## src/rtl/reg_spill_engine_if.sv

```systemverilog
// Bundle between the register spill engine and the core/register-file/data-memory side:
// start controls and image base in; busy/done status out; register file read port A and
// write port; single data-memory port (sync read, 1-cycle latency).
// Ports (signals): start_save, start_restore, base_addr, [reg_mask], busy, done,
//   rf_r_a, rf_data_a, rf_write_en, rf_write_reg, rf_write_value,
//   mem_addr, mem_we, mem_wdata, mem_re, mem_rdata.
// master = the engine (drives register-file and memory strobes); slave = the core side.
// SPILL_MASK_EN adds reg_mask (per-register transfer enable).
interface reg_spill_engine_if #(
  parameter int NUM_REGS  = 4,
  parameter int REG_IDX_W = 2,
  parameter int DATA_W    = 8,
  parameter int ADDR_W    = 8
);

  logic                 start_save;
  logic                 start_restore;
  logic [ADDR_W-1:0]    base_addr;
`ifdef SPILL_MASK_EN
  logic [NUM_REGS-1:0]  reg_mask;
`endif
  logic                 busy;
  logic                 done;

  logic [REG_IDX_W-1:0] rf_r_a;
  logic [DATA_W-1:0]    rf_data_a;
  logic                 rf_write_en;
  logic [REG_IDX_W-1:0] rf_write_reg;
  logic [DATA_W-1:0]    rf_write_value;

  logic [ADDR_W-1:0]    mem_addr;
  logic                 mem_we;
  logic [DATA_W-1:0]    mem_wdata;
  logic                 mem_re;
  logic [DATA_W-1:0]    mem_rdata;

`ifdef SPILL_MASK_EN
  modport master (
    input  start_save, start_restore, base_addr, reg_mask, rf_data_a, mem_rdata,
    output busy, done, rf_r_a, rf_write_en, rf_write_reg, rf_write_value,
           mem_addr, mem_we, mem_wdata, mem_re
  );
  modport slave (
    output start_save, start_restore, base_addr, reg_mask, rf_data_a, mem_rdata,
    input  busy, done, rf_r_a, rf_write_en, rf_write_reg, rf_write_value,
           mem_addr, mem_we, mem_wdata, mem_re
  );
`else
  modport master (
    input  start_save, start_restore, base_addr, rf_data_a, mem_rdata,
    output busy, done, rf_r_a, rf_write_en, rf_write_reg, rf_write_value,
           mem_addr, mem_we, mem_wdata, mem_re
  );
  modport slave (
    output start_save, start_restore, base_addr, rf_data_a, mem_rdata,
    input  busy, done, rf_r_a, rf_write_en, rf_write_reg, rf_write_value,
           mem_addr, mem_we, mem_wdata, mem_re
  );
`endif

endinterface

```

## src/rtl/reg_spill_engine.sv

```systemverilog
// Purpose: context save/restore initiator; spills every register of the file to data
//   memory at base_addr+i, or reloads a saved image from memory into the register file.
// Latency: save = NUM_REGS busy cycles, restore = NUM_REGS+1 busy cycles; done pulses the
//   cycle after the last transfer (already back in IDLE, so a new start is taken there).
// Backpressure: none on the memory/register-file side; starts are ignored while busy.
// Ports: clk, reset (async, active-high), bus (reg_spill_engine_if.master):
//   start_save/start_restore/base_addr[/reg_mask] in, busy/done out,
//   rf_r_a/rf_data_a (async read port A), rf_write_en/_reg/_value (write port),
//   mem_addr/mem_we/mem_wdata/mem_re/mem_rdata (sync-read data memory).
// Optional feature: SPILL_MASK_EN adds a per-register mask latched with base_addr; masked
//   indices keep their cycle and address slot but raise no strobes.
module reg_spill_engine #(
  parameter int NUM_REGS  = 4,
  parameter int REG_IDX_W = 2,
  parameter int DATA_W    = 8,
  parameter int ADDR_W    = 8
) (
  input logic                 clk,
  input logic                 reset,
  reg_spill_engine_if.master  bus
);

  // Counter must reach NUM_REGS for the trailing write-only restore cycle.
  localparam int CNT_W = $clog2(NUM_REGS + 1);
  localparam logic [CNT_W-1:0] LAST_SAVE    = CNT_W'(NUM_REGS - 1);
  localparam logic [CNT_W-1:0] LAST_RESTORE = CNT_W'(NUM_REGS);

  typedef enum logic [1:0] {
    IDLE    = 2'd0,
    SAVE    = 2'd1,
    RESTORE = 2'd2
  } state_t;

  state_t               state_q, state_d;
  logic [CNT_W-1:0]     cnt_q, cnt_d;
  logic [ADDR_W-1:0]    base_q, base_d;
  logic                 pend_q, pend_d;          // a memory read was issued last cycle
  logic [REG_IDX_W-1:0] pend_idx_q, pend_idx_d;  // register that read belongs to
  logic                 done_q, done_d;
  logic [NUM_REGS-1:0]  mask_eff;

  logic [REG_IDX_W-1:0] idx;
  logic [ADDR_W-1:0]    slot_addr;

  logic                 rf_write_en_o;
  logic [REG_IDX_W-1:0] rf_write_reg_o;
  logic [DATA_W-1:0]    rf_write_value_o;
  logic [REG_IDX_W-1:0] rf_r_a_o;
  logic [ADDR_W-1:0]    mem_addr_o;
  logic                 mem_we_o;
  logic [DATA_W-1:0]    mem_wdata_o;
  logic                 mem_re_o;

`ifdef SPILL_MASK_EN
  logic [NUM_REGS-1:0]  mask_q, mask_d;
  assign mask_eff = mask_q;
`else
  assign mask_eff = '1;
`endif

  assign idx       = cnt_q[REG_IDX_W-1:0];
  // Address wraps naturally at 2^ADDR_W.
  assign slot_addr = base_q + ADDR_W'(cnt_q);

  // State and bookkeeping registers. Reset drops any in-flight read result.
  always_ff @(posedge clk or posedge reset) begin
    if (reset) begin
      state_q    <= IDLE;
      cnt_q      <= '0;
      base_q     <= '0;
      pend_q     <= 1'b0;
      pend_idx_q <= '0;
      done_q     <= 1'b0;
`ifdef SPILL_MASK_EN
      mask_q     <= '0;
`endif
    end else begin
      state_q    <= state_d;
      cnt_q      <= cnt_d;
      base_q     <= base_d;
      pend_q     <= pend_d;
      pend_idx_q <= pend_idx_d;
      done_q     <= done_d;
`ifdef SPILL_MASK_EN
      mask_q     <= mask_d;
`endif
    end
  end

  // Next-state and output decode. All port outputs are zero unless a transfer cycle
  // drives them, so the core's muxes see clean zeros while idle.
  always_comb begin
    state_d          = state_q;
    cnt_d            = cnt_q;
    base_d           = base_q;
    pend_d           = 1'b0;
    pend_idx_d       = '0;
    done_d           = 1'b0;
`ifdef SPILL_MASK_EN
    mask_d           = mask_q;
`endif
    rf_r_a_o         = '0;
    rf_write_en_o    = 1'b0;
    rf_write_reg_o   = '0;
    rf_write_value_o = '0;
    mem_addr_o       = '0;
    mem_we_o         = 1'b0;
    mem_wdata_o      = '0;
    mem_re_o         = 1'b0;

    unique case (state_q)
      IDLE: begin
        // Save has priority when both starts arrive on the same edge.
        if (bus.start_save || bus.start_restore) begin
          state_d = bus.start_save ? SAVE : RESTORE;
          cnt_d   = '0;
          base_d  = bus.base_addr;
`ifdef SPILL_MASK_EN
          mask_d  = bus.reg_mask;
`endif
        end
      end

      SAVE: begin
        // Register file read is asynchronous, so the data goes straight to memory.
        rf_r_a_o   = idx;
        mem_addr_o = slot_addr;
        if (mask_eff[idx]) begin
          mem_we_o    = 1'b1;
          mem_wdata_o = bus.rf_data_a;
        end
        if (cnt_q == LAST_SAVE) begin
          state_d = IDLE;
          cnt_d   = '0;
          done_d  = 1'b1;
        end else begin
          cnt_d = cnt_q + 1'b1;
        end
      end

      RESTORE: begin
        // Issue slot k and write back slot k-1 in the same cycle; the extra final
        // cycle only retires the last read.
        if (cnt_q != LAST_RESTORE) begin
          mem_addr_o = slot_addr;
          mem_re_o   = mask_eff[idx];
          pend_d     = mask_eff[idx];
          pend_idx_d = idx;
        end
        if (pend_q) begin
          rf_write_en_o    = 1'b1;
          rf_write_reg_o   = pend_idx_q;
          rf_write_value_o = bus.mem_rdata;
        end
        if (cnt_q == LAST_RESTORE) begin
          state_d = IDLE;
          cnt_d   = '0;
          done_d  = 1'b1;
        end else begin
          cnt_d = cnt_q + 1'b1;
        end
      end

      default: begin
        state_d = IDLE;
        cnt_d   = '0;
      end
    endcase
  end

  assign bus.busy           = (state_q != IDLE);
  assign bus.done           = done_q;
  assign bus.rf_r_a         = rf_r_a_o;
  assign bus.rf_write_en    = rf_write_en_o;
  assign bus.rf_write_reg   = rf_write_reg_o;
  assign bus.rf_write_value = rf_write_value_o;
  assign bus.mem_addr       = mem_addr_o;
  assign bus.mem_we         = mem_we_o;
  assign bus.mem_wdata      = mem_wdata_o;
  assign bus.mem_re         = mem_re_o;

  // The single memory port cannot read and write in one cycle.
  a_no_we_re: assert property (@(posedge clk) disable iff (reset) !(mem_we_o && mem_re_o));
  // A save must never disturb the register file.
  a_no_rf_write_in_save: assert property (@(posedge clk) disable iff (reset)
                                          !(state_q == SAVE && rf_write_en_o));

endmodule
```

## src/flat_wrapper.sv

```systemverilog
// flat-port wrapper written by rule: the top's interface ports become plain ports
module reg_spill_engine_flat 
#(
  parameter int NUM_REGS  = 4,
  parameter int REG_IDX_W = 2,
  parameter int DATA_W    = 8,
  parameter int ADDR_W    = 8
)
  (clk, reset, bus_start_save, bus_start_restore, bus_base_addr, bus_rf_data_a, bus_mem_rdata, bus_busy, bus_done, bus_rf_r_a, bus_rf_write_en, bus_rf_write_reg, bus_rf_write_value, bus_mem_addr, bus_mem_we, bus_mem_wdata, bus_mem_re);
  reg_spill_engine_if #(.NUM_REGS(NUM_REGS), .REG_IDX_W(REG_IDX_W), .DATA_W(DATA_W), .ADDR_W(ADDR_W)) bus_i ();
  input logic clk;
  input logic reset;
  input wire logic [$bits(bus_i.start_save)-1:0] bus_start_save;
  input wire logic [$bits(bus_i.start_restore)-1:0] bus_start_restore;
  input wire logic [$bits(bus_i.base_addr)-1:0] bus_base_addr;
  input wire logic [$bits(bus_i.rf_data_a)-1:0] bus_rf_data_a;
  input wire logic [$bits(bus_i.mem_rdata)-1:0] bus_mem_rdata;
  output wire logic [$bits(bus_i.busy)-1:0] bus_busy;
  output wire logic [$bits(bus_i.done)-1:0] bus_done;
  output wire logic [$bits(bus_i.rf_r_a)-1:0] bus_rf_r_a;
  output wire logic [$bits(bus_i.rf_write_en)-1:0] bus_rf_write_en;
  output wire logic [$bits(bus_i.rf_write_reg)-1:0] bus_rf_write_reg;
  output wire logic [$bits(bus_i.rf_write_value)-1:0] bus_rf_write_value;
  output wire logic [$bits(bus_i.mem_addr)-1:0] bus_mem_addr;
  output wire logic [$bits(bus_i.mem_we)-1:0] bus_mem_we;
  output wire logic [$bits(bus_i.mem_wdata)-1:0] bus_mem_wdata;
  output wire logic [$bits(bus_i.mem_re)-1:0] bus_mem_re;
  assign bus_i.start_save = bus_start_save;
  assign bus_i.start_restore = bus_start_restore;
  assign bus_i.base_addr = bus_base_addr;
  assign bus_i.rf_data_a = bus_rf_data_a;
  assign bus_i.mem_rdata = bus_mem_rdata;
  assign bus_busy = bus_i.busy;
  assign bus_done = bus_i.done;
  assign bus_rf_r_a = bus_i.rf_r_a;
  assign bus_rf_write_en = bus_i.rf_write_en;
  assign bus_rf_write_reg = bus_i.rf_write_reg;
  assign bus_rf_write_value = bus_i.rf_write_value;
  assign bus_mem_addr = bus_i.mem_addr;
  assign bus_mem_we = bus_i.mem_we;
  assign bus_mem_wdata = bus_i.mem_wdata;
  assign bus_mem_re = bus_i.mem_re;
  reg_spill_engine #(.NUM_REGS(NUM_REGS), .REG_IDX_W(REG_IDX_W), .DATA_W(DATA_W), .ADDR_W(ADDR_W)) u_core (.clk(clk), .reset(reset), .bus(bus_i));
endmodule
```

## config.mk

```make
export PLATFORM = sky130hd
export DESIGN_NAME = reg_spill_engine_flat
export DESIGN_NICKNAME = d
export VERILOG_FILES = /design/src/rtl/reg_spill_engine_if.sv /design/src/rtl/reg_spill_engine.sv /design/src/flat_wrapper.sv
export SDC_FILE = /design/constraint.sdc
export NUM_CORES = 1
export LEC_CHECK = 0
export CORE_ASPECT_RATIO = 1.75
export CORE_MARGIN = 2
export CORE_UTILIZATION = 42
export DETAILED_ROUTE_END_ITERATION = 10
export GPL_TIMING_DRIVEN = 0
export PLACE_DENSITY = 0.82
export SLEW_MARGIN = 30
export SYNTH_ARGS = -nofsm -noshare
export SYNTH_HDL_FRONTEND = slang
export SYNTH_SLANG_ARGS = --single-unit
```

## constraint.sdc

```tcl
create_clock -name clk -period 3 [get_ports clk]
set_input_delay 0.3 -clock clk [delete_from_list [all_inputs] [get_ports clk]]
set_output_delay 0.3 -clock clk [all_outputs]
set_load 0.02 [all_outputs]
```

==> metrics, run 1 <==
outcome completed; clock slew seen by the registers of the worst setup and hold paths 0.07 ns; Min Clock Period, post-route 2.809 ns; commonest non-fill, non-tap cell in the layout clkdlybuf4s50_1; r2r endpoint u_core.state_q[0]$_DFFE_PP0P_; gr ovfl total 0; clk sinks 17; highest-delay cell along the critical path clkdlybuf4s50_1; Post-synth ARST share 100.0%; first-pass GRT wire length 4836 um; flop2flop setup slack 1.24 ns; die area 0.003166 sq mm; GR peak layer met2; Routed Antenna Nets 0; Crit path depth 8; crit path from u_core.cnt_q[0]$_DFFE_PP0P_; Synth top area share 37.28%; length of the first detailed-routing pass in iterations 4; most frequent cells in the layout 60 x clkdlybuf4s50_1, 17 x dfrtp_1, 13 x inv_1; layout cells sized above 1 10.38%; final cycle utilization of the critical path 93.65%; Max-slew headroom 57.53%; Internal Power 0.8487 mW; routability cong. 0.7770; MaxCap Viol Count 0; per-cell routed wire length 13.91 um; Clock Root Buffer clkbuf_8; WP buf/inv 2; Initial Utilization 42.92%; Top Ports 61; Top FF cell, synth dfrtp_1; Num CTS Buffers 3; Seq cells post-synth 17; Worst EP arrival 2.51 ns; syn nets 158; Max Clock Skew 0.002721 ns; GRT Overall Usage 19.58%; die height 72.95 um; Setup crit end bus_mem_addr[6]; synth warn 0; width of the chip 43.40 um; RSZ-0062 raised after global routing false; met3 usage 4.455%; synthesized netlist cell count 119; Final Total Pwr 1.486 mW; worst r2r path cells 8; Vias/cell 5.457; core area 0.002659 sq mm; DRC 0; vias in the first global route 1157; Post-synth EDFFs 0; initial antenna violation count 0; Lkg Pwr 0.7921 nW; Required @ worst endpoint 2.70 ns; Seq/Total Area, Yosys 37.28%; crit path kind reg2out; Psw 0.6369 mW; n_diodes 0; DRT Wirelength 2921 um; switching share of power 42.87%; post-DP HPWL 2446 um; Cell Count, Final, Fillers Out 210; Flop pwr share 26.3%; Placed Cells 206; met2 usage 41.13%; largest net degree at the start of global routing 18; final core utilization 68.61%; Clk pwr share 11.6%; max incr delay on CP 0.61 ns; area of the multi-input gates 646.9 sq um; Pins Over Slew Limit 0; # port buffers 60; Worst setup EP type output port; TritonCTS clock tree done; fin area 0.001824 sq mm; CP Cell Sequence ha_1 -> inv_1 -> fa_1 -> nor2b_2 -> o2111ai_1 -> xor2_1 -> nor2_1 -> clkdlybuf4s50_1; Via Count 1146; H-tree levels 1; Slew @ Worst Pin 0.6364 ns; Clock Path Buffers 2; met1 Usage GRT 17.68%; placed inst area 0.001775 sq mm; setup violators final 0; Sequential Area 425.4 sq um; worst-case vdd ir drop 0.0005284 V; CP top delay family buffers and inverters; hold-fix buffers at CTS 0; fmax 0.3559 GHz; 1st-iter DRT viols 32; Area Overhead vs Synth 59.87%; Final Hold Vio Count 0; FF-to-FF Start u_core.cnt_q[1]$_DFFE_PP0P_; worst min path class in2async; CP Max Fanout 5; crit start category register; Pwr Density 814.3 mW/mm^2; Mapped Area 0.001141 sq mm; synth unique cells 32; fill count 233; site row count 25; cell taking the most area after synthesis dfrtp_1; Setup TNS Final 0 ns; Final nets 223; Logic pwr share 62.0%; Area contributors post-synth dfrtp_1 37%, ha_1 11%, mux2_2 7.9%, and2_1 6.0%, and3_1 5.5%; worst skew pair latency 0.25 ns; Avg Cell Area, Syn 9.589 sq um
## flip-flops by register name (all words and copies together), names as in the netlist
register,count
u_core.pend_idx_q,2
u_core.cnt_q,3
u_core.state_q,2
u_core.pend_q,1
u_core.base_q,8
u_core.bus.done,1
## logic make-up after synthesis
group | share of synthesized area [%]
buf+inv | 6.250
flops | 37.28
fa+ha+maj | 12.72
mux | 7.895
compound gates | 10.09
xor+xnor | 3.071
simple gates | 22.70
## area by class of cell
type / count / share of cell area (%)
Timing Repair Buffer: 60 / 32.92
Buffer: 4 / 1.235
Multi-Input combinational cell: 85 / 35.46
Inverter: 13 / 2.675
Clock inverter: 1 / 0.2743
Sequential cell: 17 / 23.32
Tap cell: 27 / 1.852
Clock buffer: 3 / 2.263
## through the flow
step / hold slack (ns) / worst slack [ns]
after floorplan: 0.2261 / 1.017
after global placement: 0.5072 / 0.4875
after detailed placement: 0.5137 / 0.4690
after CTS: 0.4676 / 0.1482
after global routing: 0.5230 / 0.04371
final: 0.4232 / 0.1905
## metal layers
metal / routed length [um] / up-vias
met3: 286 / 8
met5: 0 / -
met2: 1697 / 70
li1: - / 531
met1: 889 / 537
met4: 48 / 0
## worst reg2reg max path: stages (launching register included)
cell and delay, ns:
dfrtp_1 0.42, inv_1 0.16, ha_1 0.20, nand2_1 0.06, nand2_1 0.13, inv_1 0.11, a21oi_2 0.26, nand2_2 0.10
a32o_2 0.22
## synthesized netlist by cell type, types with 2 or more instances
master and instances:
xnor2_1 2, clkbuf_1 3, mux2_2 8, o21ai_0 3, xor2_1 2, inv_1 13
nor3_1 3, nand2_1 4, and2_1 11, ha_1 10, or3_1 2, dfrtp_1 17
o21ai_2 2, nor2_1 9, nor2b_1 3, and3_1 10, o21ai_1 2
## timing repair
action                                  4_1_cts  5_1_grt
setup buffers                                 0        0
endpoints found under the setup margin        0        1
gates resized for setup                       0        1
## power by group through the flow
stage | Sequential, mW | Combinational [mW] | Clock, mW
global route | 0.398 | 1.01 | 0.182
CTS | 0.390 | 0.926 | 0.173
detailed placement | 0.395 | 0.916 | 0
floorplan | 0.370 | 0.579 | 0
global placement | 0.389 | 0.888 | 0
finish | 0.391 | 0.921 | 0.173
## worst min path at each step
stage | end | cells past startpoint | slack (ns) | start
after floorplan | u_core.base_q[0]$_DFFE_PP0P_ | 1 | 0.23 | reset
after detailed placement | u_core.base_q[2]$_DFFE_PP0P_ | 1 | 0.51 | u_core.base_q[2]$_DFFE_PP0P_
final | u_core.base_q[3]$_DFFE_PP0P_ | 2 | 0.42 | reset
after global routing | u_core.cnt_q[2]$_DFFE_PP0P_ | 2 | 0.52 | reset
after global placement | u_core.base_q[0]$_DFFE_PP0P_ | 1 | 0.51 | u_core.base_q[0]$_DFFE_PP0P_
after CTS | u_core.base_q[3]$_DFFE_PP0P_ | 2 | 0.47 | reset
Power figures use the tool's default switching activity.
==> inputs of run 2 (changes only) <==
--- a/config.mk
+++ b/config.mk
@@ -5,6 +5,7 @@
 export SDC_FILE = /design/constraint.sdc
 export NUM_CORES = 1
 export LEC_CHECK = 0
+export CAP_MARGIN = 20
 export CORE_ASPECT_RATIO = 1.75
 export CORE_MARGIN = 2
 export CORE_UTILIZATION = 42
==> results of run 2 <==
Same layout as run 1: the final DEF is identical, and so are final timing and power.
==> inputs of run 3 (changes only) <==
--- a/config.mk
+++ b/config.mk
@@ -7,12 +7,12 @@
 export LEC_CHECK = 0
 export CAP_MARGIN = 20
 export CORE_ASPECT_RATIO = 1.75
-export CORE_MARGIN = 2
+export CORE_MARGIN = 5
 export CORE_UTILIZATION = 42
 export DETAILED_ROUTE_END_ITERATION = 10
 export GPL_TIMING_DRIVEN = 0
 export PLACE_DENSITY = 0.82
-export SLEW_MARGIN = 30
+export SLEW_MARGIN = 10
 export SYNTH_ARGS = -nofsm -noshare
 export SYNTH_HDL_FRONTEND = slang
 export SYNTH_SLANG_ARGS = --single-unit
==> metrics, run 3 (synthesis results as in run 1) <==
outcome completed; Final Total Pwr 1.481 mW (-0.31%); fin area 0.001821 sq mm (-0.21%); postcts setup bufs 0 (unchanged); worst r2r path cells 8 (unchanged); Cell Count, Final, Fillers Out 210 (unchanged); most frequent cells in the layout 60 x clkdlybuf4s50_1, 17 x dfrtp_1, 13 x inv_1; Num CTS Buffers 3 (unchanged); 1st-iter DRT viols 30 (-6.3%); GRT Overall Usage 16.06% (-3.5 points); worst skew pair latency 0.25 ns (about the same); cts repair resizes 0 (unchanged); die height 78.95 um (+8.2%); post-place setup slack 0.4682 ns (-0.0007380 ns); Max Clock Skew 0.004016 ns (+0.001295 ns); Clock Root Buffer clkbuf_8; die area 0.003900 sq mm (+23%); clk sinks 17 (unchanged); H-tree levels 1 (unchanged); gr ovfl total 0 (unchanged); final core utilization 68.47% (-0.14 points); Largest Register u_core.base_q; routability cong. 0.7767 (about the same); Hold Slack 0.4237 ns (+0.0004800 ns); worst-case vdd ir drop 0.0005387 V (+1.9%); Vias/cell 5.314 (-2.6%); n_diodes 0 (unchanged); crit start category register; site row count 25 (unchanged); CP Max Fanout 5 (unchanged); # port buffers 60 (unchanged); Pins Over Slew Limit 0 (unchanged); max FFs per register 8 (unchanged); PnR worst setup slack 0.1779 ns (-0.01260 ns); Placed Cells 206 (unchanged); worst min path class in2async; first-pass GRT wire length 5009 um (+3.6%); length of the first detailed-routing pass in iterations 4 (unchanged); Initial Utilization 42.92% (unchanged); placed inst area 0.001775 sq mm (unchanged); Pwr Density 813.5 mW/mm^2 (-0.10%); largest net degree at the start of global routing 18 (unchanged); leading registers by flop count u_core.base_q (8), u_core.cnt_q (3); Worst EP arrival 2.52 ns (about the same); vias in the first global route 1133 (-2.1%); fmax 0.3543 GHz (-0.45%); Final Hold Vio Count 0 (unchanged); crit path kind reg2out; Final nets 223 (unchanged); Routed Antenna Nets 0 (unchanged); hold-fix buffers at CTS 0 (unchanged); core area 0.002659 sq mm (unchanged); per-cell routed wire length 14.73 um (+5.9%); flop2flop setup slack 1.27 ns (+0.03 ns); r2r endpoint u_core.state_q[0]$_DFFE_PP0P_; TritonCTS clock tree done; Lkg Pwr 0.7885 nW (-0.46%); Top Ports 61 (unchanged); Min Clock Period, post-route 2.822 ns (+0.01260 ns); Setup TNS Final 0 ns (unchanged); Area Overhead vs Synth 59.54%; layout cells sized above 1 9.290% (-1.1 points); final cycle utilization of the critical path 94.07% (+0.42 points); FF-to-FF Start u_core.cnt_q[1]$_DFFE_PP0P_; Slew @ Worst Pin 0.6416 ns (+0.005202 ns); post-DP HPWL 2617 um (+7.0%); Required @ worst endpoint 2.70 ns (about the same); MaxCap Viol Count 0 (unchanged); commonest non-fill, non-tap cell in the layout clkdlybuf4s50_1; DRC 0 (unchanged); Worst setup EP type output port; clock slew seen by the registers of the worst setup and hold paths 0.07 ns (about the same); DRT Wirelength 3094 um (+5.9%); Via Count 1116 (-2.6%); Clock Path Buffers 2 (unchanged); initial antenna violation count 0 (unchanged); Max-slew headroom 57.18% (-0.35 points); setup violators final 0 (unchanged); width of the chip 49.40 um (+14%); RSZ-0062 raised after global routing false
run 3: cell types whose count changed in the layout (fill, tap and decap cells not counted):
cell,previous run,this run
clkbuf_1,3,4
clkinv_2,1,0
nor2b_1,2,3
nor2b_2,1,0
run 3: critical path: stages, from the launching register on:
cell             delay, ns
dfrtp_1               0.42
ha_1                  0.19
inv_1                 0.06
fa_1                  0.38
nor2b_1               0.21
o2111ai_1             0.14
xor2_1                0.16
nor2_1                0.10
clkdlybuf4s50_1       0.61
run 3: how the worst max path moves through the flow:
| stage | startpoint | endpoint | slack (ns) | cells after the start |
|---|---|---|---|---|
| finish | u_core.cnt_q[0]$_DFFE_PP0P_ | bus_mem_addr[6] | 0.18 | 8 |
| global route | u_core.cnt_q[0]$_DFFE_PP0P_ | bus_mem_addr[6] | 0.03 | 8 |
| CTS | u_core.cnt_q[0]$_DFFE_PP0P_ | bus_mem_addr[6] | 0.17 | 8 |
| detailed placement | u_core.cnt_q[0]$_DFFE_PP0P_ | bus_mem_addr[6] | 0.47 | 8 |
| global placement | u_core.cnt_q[0]$_DFFE_PP0P_ | bus_mem_addr[6] | 0.48 | 8 |
| floorplan | u_core.cnt_q[0]$_DFFE_PP0P_ | bus_mem_addr[6] | 1.02 | 7 |
run 3: power by group:
part / total [mW] / switching (mW) / internal [mW]
combinational: 0.916 / 0.475 / 0.441
clock: 0.173 / 0.0789 / 0.0944
sequential: 0.392 / 0.0783 / 0.314
total: 1.48 / 0.632 / 0.849
run 3: final cells by class:
cell class              count  area [sq um]
clock buffers               4         45.04
plain buffers               4         22.52
well taps                  27         33.78
repair buffers             60         600.6
fillers                   229         838.3
multi-input cells          85         644.4
flip-flops and latches     17         425.4
inverters                  13         48.80
run 3: layer usage:
layer	global-route usage [%]	routed length [um]	vias up
li1	-	-	536
met3	3.377	318	4
met5	0	0	-
met4	6.037	35	0
met1	15.07	1064	512
met2	32.17	1675	64
